===== src/rtl/seg_pkg.sv =====
// Glyph codes, active-low segment patterns ({g,f,e,d,c,b,a}) and types shared by the scan driver.
package seg_pkg;

  typedef logic [6:0] seg_t;
  typedef logic [4:0] glyph_t;

  localparam glyph_t GLYPH_E      = 5'd14;
  localparam glyph_t GLYPH_DASH   = 5'd16;
  localparam glyph_t GLYPH_H      = 5'd17;
  localparam glyph_t GLYPH_L      = 5'd18;
  localparam glyph_t GLYPH_P      = 5'd19;
  localparam glyph_t GLYPH_U      = 5'd20;
  localparam glyph_t GLYPH_N      = 5'd21;
  localparam glyph_t GLYPH_O      = 5'd22;
  localparam glyph_t GLYPH_Y      = 5'd23;
  localparam glyph_t GLYPH_H_LC   = 5'd24;
  localparam glyph_t GLYPH_R      = 5'd25;
  localparam glyph_t GLYPH_T      = 5'd26;
  localparam glyph_t GLYPH_USCORE = 5'd27;
  localparam glyph_t GLYPH_J      = 5'd28;
  localparam glyph_t GLYPH_I      = 5'd29;
  localparam glyph_t GLYPH_NUL    = 5'd30;
  localparam glyph_t GLYPH_BLANK  = 5'd31;

  localparam seg_t SEG_0      = 7'b1000000;
  localparam seg_t SEG_1      = 7'b1111001;
  localparam seg_t SEG_2      = 7'b0100100;
  localparam seg_t SEG_3      = 7'b0110000;
  localparam seg_t SEG_4      = 7'b0011001;
  localparam seg_t SEG_5      = 7'b0010010;
  localparam seg_t SEG_6      = 7'b0000010;
  localparam seg_t SEG_7      = 7'b1111000;
  localparam seg_t SEG_8      = 7'b0000000;
  localparam seg_t SEG_9      = 7'b0010000;
  localparam seg_t SEG_A      = 7'b0001000;
  localparam seg_t SEG_B_LC   = 7'b0000011;
  localparam seg_t SEG_C      = 7'b1000110;
  localparam seg_t SEG_D_LC   = 7'b0100001;
  localparam seg_t SEG_E      = 7'b0000110;
  localparam seg_t SEG_F      = 7'b0001110;
  localparam seg_t SEG_DASH   = 7'b0111111;
  localparam seg_t SEG_H      = 7'b0001001;
  localparam seg_t SEG_L      = 7'b1000111;
  localparam seg_t SEG_P      = 7'b0001100;
  localparam seg_t SEG_U      = 7'b1000001;
  localparam seg_t SEG_N_LC   = 7'b0101011;
  localparam seg_t SEG_O_LC   = 7'b0100011;
  localparam seg_t SEG_Y_LC   = 7'b0010001;
  localparam seg_t SEG_H_LC   = 7'b0001011;
  localparam seg_t SEG_R_LC   = 7'b0101111;
  localparam seg_t SEG_T_LC   = 7'b0000111;
  localparam seg_t SEG_USCORE = 7'b1110111;
  localparam seg_t SEG_J      = 7'b1100001;
  localparam seg_t SEG_I      = 7'b1111001;
  localparam seg_t SEG_BLANK  = 7'b1111111;

endpackage


===== src/rtl/seg_glyph_decode.sv =====
// Glyph code to active-low segment pattern; purely combinational, zero latency, no backpressure.
module seg_glyph_decode
  import seg_pkg::*;
(
  input  glyph_t code,
  output seg_t   seg
);

  always_comb begin
    seg = SEG_BLANK;
    case (code)
      5'd0:         seg = SEG_0;
      5'd1:         seg = SEG_1;
      5'd2:         seg = SEG_2;
      5'd3:         seg = SEG_3;
      5'd4:         seg = SEG_4;
      5'd5:         seg = SEG_5;
      5'd6:         seg = SEG_6;
      5'd7:         seg = SEG_7;
      5'd8:         seg = SEG_8;
      5'd9:         seg = SEG_9;
      5'd10:        seg = SEG_A;
      5'd11:        seg = SEG_B_LC;
      5'd12:        seg = SEG_C;
      5'd13:        seg = SEG_D_LC;
      GLYPH_E:      seg = SEG_E;
      5'd15:        seg = SEG_F;
      GLYPH_DASH:   seg = SEG_DASH;
      GLYPH_H:      seg = SEG_H;
      GLYPH_L:      seg = SEG_L;
      GLYPH_P:      seg = SEG_P;
      GLYPH_U:      seg = SEG_U;
      GLYPH_N:      seg = SEG_N_LC;
      GLYPH_O:      seg = SEG_O_LC;
      GLYPH_Y:      seg = SEG_Y_LC;
      GLYPH_H_LC:   seg = SEG_H_LC;
      GLYPH_R:      seg = SEG_R_LC;
      GLYPH_T:      seg = SEG_T_LC;
      GLYPH_USCORE: seg = SEG_USCORE;
      GLYPH_J:      seg = SEG_J;
      GLYPH_I:      seg = SEG_I;
      GLYPH_NUL:    seg = SEG_BLANK;
      GLYPH_BLANK:  seg = SEG_BLANK;
      default:      seg = SEG_BLANK;
    endcase
  end

endmodule


===== src/rtl/seg_scan_driver.sv =====
// 4-digit multiplexed common-anode 7-seg driver with per-frame shadow latch and anode dead-time.
// Pins registered, 1 cycle after scan state; no backpressure (disp level-sampled per frame); SEG_BLINK_EN adds blink.
module seg_scan_driver
  import seg_pkg::*;
#(
  parameter int CLK_HZ       = 100_000_000,
  parameter int SCAN_HZ      = 1000,
  parameter int DEAD_CYCLES  = 16,
  parameter int BLINK_FRAMES = 250
) (
  input  logic        clk,
  input  logic        rst_n,
  input  logic [19:0] disp,
  input  logic [3:0]  dp_in,
`ifdef SEG_BLINK_EN
  input  logic [3:0]  blink_mask,
`endif
  output logic [3:0]  an,
  output seg_t        seg,
  output logic        dp,
  output logic        frame_start
);

  localparam int DIV = CLK_HZ / (SCAN_HZ * 4);
  localparam int CW  = (DIV > 2) ? $clog2(DIV) : 1;

  generate
    if (DIV < 2) begin : g_bad_div
      $error("seg_scan_driver: digit slot must be at least 2 cycles");
    end
    if (DEAD_CYCLES < 1 || DEAD_CYCLES >= DIV) begin : g_bad_dead
      $error("seg_scan_driver: dead time must be within 1..DIV-1");
    end
    if (BLINK_FRAMES < 1) begin : g_bad_blink
      $error("seg_scan_driver: blink half-period must be at least 1 frame");
    end
  endgenerate

  logic [CW-1:0] cnt;
  logic [1:0]    idx;
  logic [19:0]   sh_disp;
  logic [3:0]    sh_dp;
  logic          slot_last;
  logic          frame_go;
  logic          dead;
  logic          blank;
  glyph_t        glyph;
  seg_t          dec_seg;

  assign slot_last = (cnt == CW'(DIV - 1));
  assign frame_go  = (cnt == '0) && (idx == 2'd0);
  assign dead      = (cnt < CW'(DEAD_CYCLES));

  always_ff @(posedge clk or negedge rst_n) begin
    if (!rst_n) begin
      cnt <= '0;
      idx <= 2'd0;
    end else if (slot_last) begin
      cnt <= '0;
      idx <= idx + 2'd1;
    end else begin
      cnt <= cnt + 1'b1;
    end
  end

  // Shadow only updates in slot 0's dead window, so a lit digit never tears.
  always_ff @(posedge clk or negedge rst_n) begin
    if (!rst_n) begin
      sh_disp <= {4{GLYPH_BLANK}};
      sh_dp   <= 4'h0;
    end else if (frame_go) begin
      sh_disp <= disp;
      sh_dp   <= dp_in;
    end
  end

`ifdef SEG_BLINK_EN
  localparam int FW = $clog2(BLINK_FRAMES + 1);

  logic [FW-1:0] frame_cnt;
  logic          blink_phase;
  logic [3:0]    sh_mask;

  // frame_cnt counts latches within the current half-period; phase flips on
  // the latch that opens the next one, so frames 0..BLINK_FRAMES-1 stay visible.
  always_ff @(posedge clk or negedge rst_n) begin
    if (!rst_n) begin
      frame_cnt   <= '0;
      blink_phase <= 1'b0;
      sh_mask     <= 4'h0;
    end else if (frame_go) begin
      sh_mask <= blink_mask;
      if (frame_cnt == FW'(BLINK_FRAMES)) begin
        frame_cnt   <= FW'(1);
        blink_phase <= ~blink_phase;
      end else begin
        frame_cnt <= frame_cnt + 1'b1;
      end
    end
  end

  assign blank = blink_phase & sh_mask[idx];
`else
  assign blank = 1'b0;
`endif

  always_comb begin
    glyph = sh_disp[4:0];
    case (idx)
      2'd0: glyph = sh_disp[4:0];
      2'd1: glyph = sh_disp[9:5];
      2'd2: glyph = sh_disp[14:10];
      2'd3: glyph = sh_disp[19:15];
      default: glyph = sh_disp[4:0];
    endcase
  end

  seg_glyph_decode u_decode (
    .code (glyph),
    .seg  (dec_seg)
  );

  always_ff @(posedge clk or negedge rst_n) begin
    if (!rst_n) begin
      an          <= 4'hF;
      seg         <= SEG_BLANK;
      dp          <= 1'b1;
      frame_start <= 1'b0;
    end else begin
      frame_start <= frame_go;
      if (dead) begin
        an  <= 4'hF;
        seg <= SEG_BLANK;
        dp  <= 1'b1;
      end else begin
        an  <= ~(4'b0001 << idx);
        seg <= blank ? SEG_BLANK : dec_seg;
        dp  <= blank | ~sh_dp[idx];
      end
    end
  end

endmodule

===== config.mk =====
export PLATFORM = sky130hd
export DESIGN_NAME = seg_scan_driver
export DESIGN_NICKNAME = d
export VERILOG_FILES = /design/src/rtl/seg_pkg.sv /design/src/rtl/seg_glyph_decode.sv /design/src/rtl/seg_scan_driver.sv
export SDC_FILE = /design/constraint.sdc
export NUM_CORES = 1
export LEC_CHECK = 0
export CAP_MARGIN = 20
export CORE_ASPECT_RATIO = 0.5
export CORE_UTILIZATION = 55
export DETAILED_ROUTE_END_ITERATION = 8
export PLACE_DENSITY = 0.79
export RECOVER_POWER = 100
export SYNTH_ARGS = -nofsm -noshare
export SYNTH_HDL_FRONTEND = slang
export SYNTH_HIERARCHICAL = 1
export SYNTH_SLANG_ARGS = --single-unit

===== constraint.sdc =====
create_clock -name clk -period 4.19 [get_ports clk]
set_clock_uncertainty 0.2 [all_clocks]
set_input_delay 0.838 -clock clk [delete_from_list [all_inputs] [get_ports clk]]
set_output_delay 0.838 -clock clk [all_outputs]
set_load 0.02 [all_outputs]

==> out/metrics.yaml <==
status: "finished with violations"
failed_checks: "capacitance limit, slew limit"
layout_commonest_cell: "dfstp_2"
sequential_share_of_power: 0.575
gpl.final_weighted_congestion: 0.895
path_class: "register to register"
power_frac_clock: 0.299
synth-edff-count: 0
layout_min_cycle_time_ns: 3.66
post_route_cells_drive_above_1_share: 0.192
timing.critical_path.to_type: "register"
gr-usage-all-layers: 0.218
post_synth_fa_ha_maj_area_fraction: 0.0588
cp_data_required_time_ns: 4.18
hp-class: "register to register"
wl_per_cell_um: 15.8
fp.dieArea_um2: 5730
floorplan.initialDensity: 0.587
synthesis.area_per_instance_um2: 12.0
routed_via_density: 5.48
net_count_of_the_finished_layout: 326
worst_setup_path_endpoint: "sh_dp[3]"
finish.utilization: 0.664
startpoint_type: "register"
number_of_cell_instances_on_the_worst_register_to_register_path: 4
switchingPower_mw: 0.242
max_cap_viols: 1
cpMaxStageDelayCell: "or4_1"
critical-path-top-cell-by-count: "or4_1"
synth_simple_gate_area_share: 0.127
cts_sinks: 54
async_flop_share: 1.00
worst_slew_pin_slew_ns: 1.98
port_buffers: 38
cts_hold_buffers: 0
final-instance-count-excl-fill: 357
wl_um: 5630
die_h_um: 54.0
synth_top_family_by_area: "multiplexers"
final_cycle_utilization_of_the_critical_path: 0.873
cts_root_buf: "clkbuf_8"
critical_path.max_fanout: 25
num_vias: 1957
io_pins: 39
mappedNetlistNets: 289
power-per-cell-area_nw_per_um2: 291
clock_path_buffers: 2
area_growth_pct: 13.0
post_synth_num_cell_types: 48
synth-seq-area-share: 0.467
antenna_cells: 0
slew_headroom: -0.322
grt_antenna_before_repair: 0
post-cts-setup-buffers: 0
largest_cells_by_area_after_synthesis: "dfstp_2 28%, dfrtp_1 18%, mux2_4 9.6%"
clock_insertion_delay_worst_skew_ns: 0.31
cts_made_buffers: 5
timing.critical_path.cells: "or4_1 > nand4bb_1 > or4_1 > mux2_1"
synth_cells: 249
comb_power_share: 0.126
worst_ir_drop_vdd_uv: 200
synth_seq_cells: 54
grt_first_pass_wirelength_um: 9310
switching_portion_of_total_power: 0.247
power_report.internal_total_mw: 0.737
critPathArrivalTime_ns: 3.65
timing_max_transition_violations_final: 41
postSynth.topFlopCell: "dfstp_2"
report.final.hold_viol_count: 0
synth.largest_area_cell: "dfstp_2"
leakagePower_nw: 1.44
postCtsResizedCells: 0
worst_setup_hold_path_clk_slew_ns: 0.10
maximum_single_stage_delay_on_the_critical_path_ns: 1.19
area_of_the_core_region_um2: 5070
placementRows: 18
global_route.overflow_total: 0
reg2reg_start: "cnt[11]"
drc_errors: 0
synthMuxAreaShare: 0.176
drt-pass1-iter-count: 5
tritoncts_clock_tree: "built"
layout.cells.most_common_list: "32 x dfstp_2, 24 x clkdlybuf4s50_1, 22 x dfrtp_1"
reg2reg_setup_slack_ns: 0.53
grt_max_degree: 41
worstReg2RegEnd: "sh_dp[3]"
yosysTopAreaCellShare: 0.282
dp_cells: 349
yosysWarningCount: 6
fin_tns_setup_ns: 0
cts.htree.levels: 2
die-width_um: 106
first_iter_violations: 111
setup-violations-final: 0
post_synth_instance_area_um2: 2980
synth-xor-area-share: 0.0353
grt_pass1_vias: 1953
crit_start: "cnt[11]"
max_freq_ghz: 0.273
postRouteAntennaNets: 0
dpl.hpwl_um: 4190
grt_setup_unrepaired: "false"
synth_area_in_compound_gates: 0.0815
logic make-up (layout without fill, tap and decap cells):
family                   count (synthesis)  count (layout)
flip-flops                              54              54
adder cells (fa/ha/maj)                 14              14
AND/OR/NAND/NOR                         68              68
AO/OA/AOI/OAI                           33              33
multiplexers                            39              39
XOR/XNOR                                12              12
buffers and inverters                   29              67
sequential cells by signal (all words and copies together) (netlist names):
register and count:
an 4, sh_dp 4, idx 2, seg 7, sh_disp 20, dp 1
frame_start 1, cnt 15
cell type report:
cell class / instances / area (µm²)
well taps: 70 / 87.6
clock inverters: 2 / 13.8
fillers: 390 / 1700
inverters: 16 / 60.1
clock buffers: 6 / 72.6
multi-input cells: 166 / 1330
flip-flops and latches: 54 / 1390
repair buffers: 43 / 404
worst min-delay path by stage:
stage            from      end  slack [ns]  cells past startpoint
2_1_floorplan  cnt[0]   cnt[0]        0.25                      1
3_3_place_gp   cnt[0]   cnt[0]        0.27                      1
3_5_place_dp   cnt[0]   cnt[0]        0.28                      1
4_1_cts         rst_n  cnt[14]        0.22                      1
5_1_grt        cnt[0]   cnt[0]        0.33                      1
6_report       cnt[0]   cnt[0]        0.30                      1
stage by stage:
| stage | total power, mW | cell area (µm²) | setup WS (ns) | hold WS [ns] |
|---|---|---|---|---|
| after floorplan | 0.645 | 2980 | 1.18 | 0.254 |
| after global placement | 0.705 | 3380 | 1.11 | 0.272 |
| after detailed placement | 0.709 | 3380 | 0.854 | 0.281 |
| after CTS | 0.999 | 3460 | 0.833 | 0.221 |
| after global routing | 1.02 | 3360 | 0.382 | 0.328 |
| final | 0.980 | 3360 | 0.532 | 0.298 |
power groups by stage:
| stage | Clock [mW] | Sequential, mW | Combinational (mW) |
|---|---|---|---|
| 2_1_floorplan | 0 | 0.581 | 0.0635 |
| 3_3_place_gp | 0 | 0.573 | 0.132 |
| 3_5_place_dp | 0 | 0.573 | 0.136 |
| 4_1_cts | 0.298 | 0.564 | 0.137 |
| 5_1_grt | 0.322 | 0.566 | 0.135 |
| 6_report | 0.293 | 0.563 | 0.123 |
critical path, delay by kind of cell, from the launching register on:
kind          cells  cell delay (ns)
mux               1             0.51
simple gates      3             2.40
flops             1             0.43
layer usage:
metal  vias up  share of wire  global-route usage
li1        945              -                   -
met1       976           0.46               0.272
met2        29           0.51               0.395
met3         7          0.027              0.0484
met4         0         0.0098              0.0602
met5         -              0                   0
cell usage after synthesis, types with 3 or more instances:
cell and number:
dfstp_2 32, dfrtp_1 22, mux2_4 19, inv_1 15, ha_1 14, nand2_1 14, nor2_1 14, mux2_2 9
nand2b_1 9, mux2i_1 7, xor2_1 7, clkbuf_1 6, nand3_1 6, o21ai_0 6, a222oi_1 5, or3_1 5
xnor2_1 5, nor3_1 4, a21oi_1 3, buf_2 3, nand4_1 3, nor4_1 3, o21ai_1 3
Note: power is estimated with default switching activity, not from simulation.
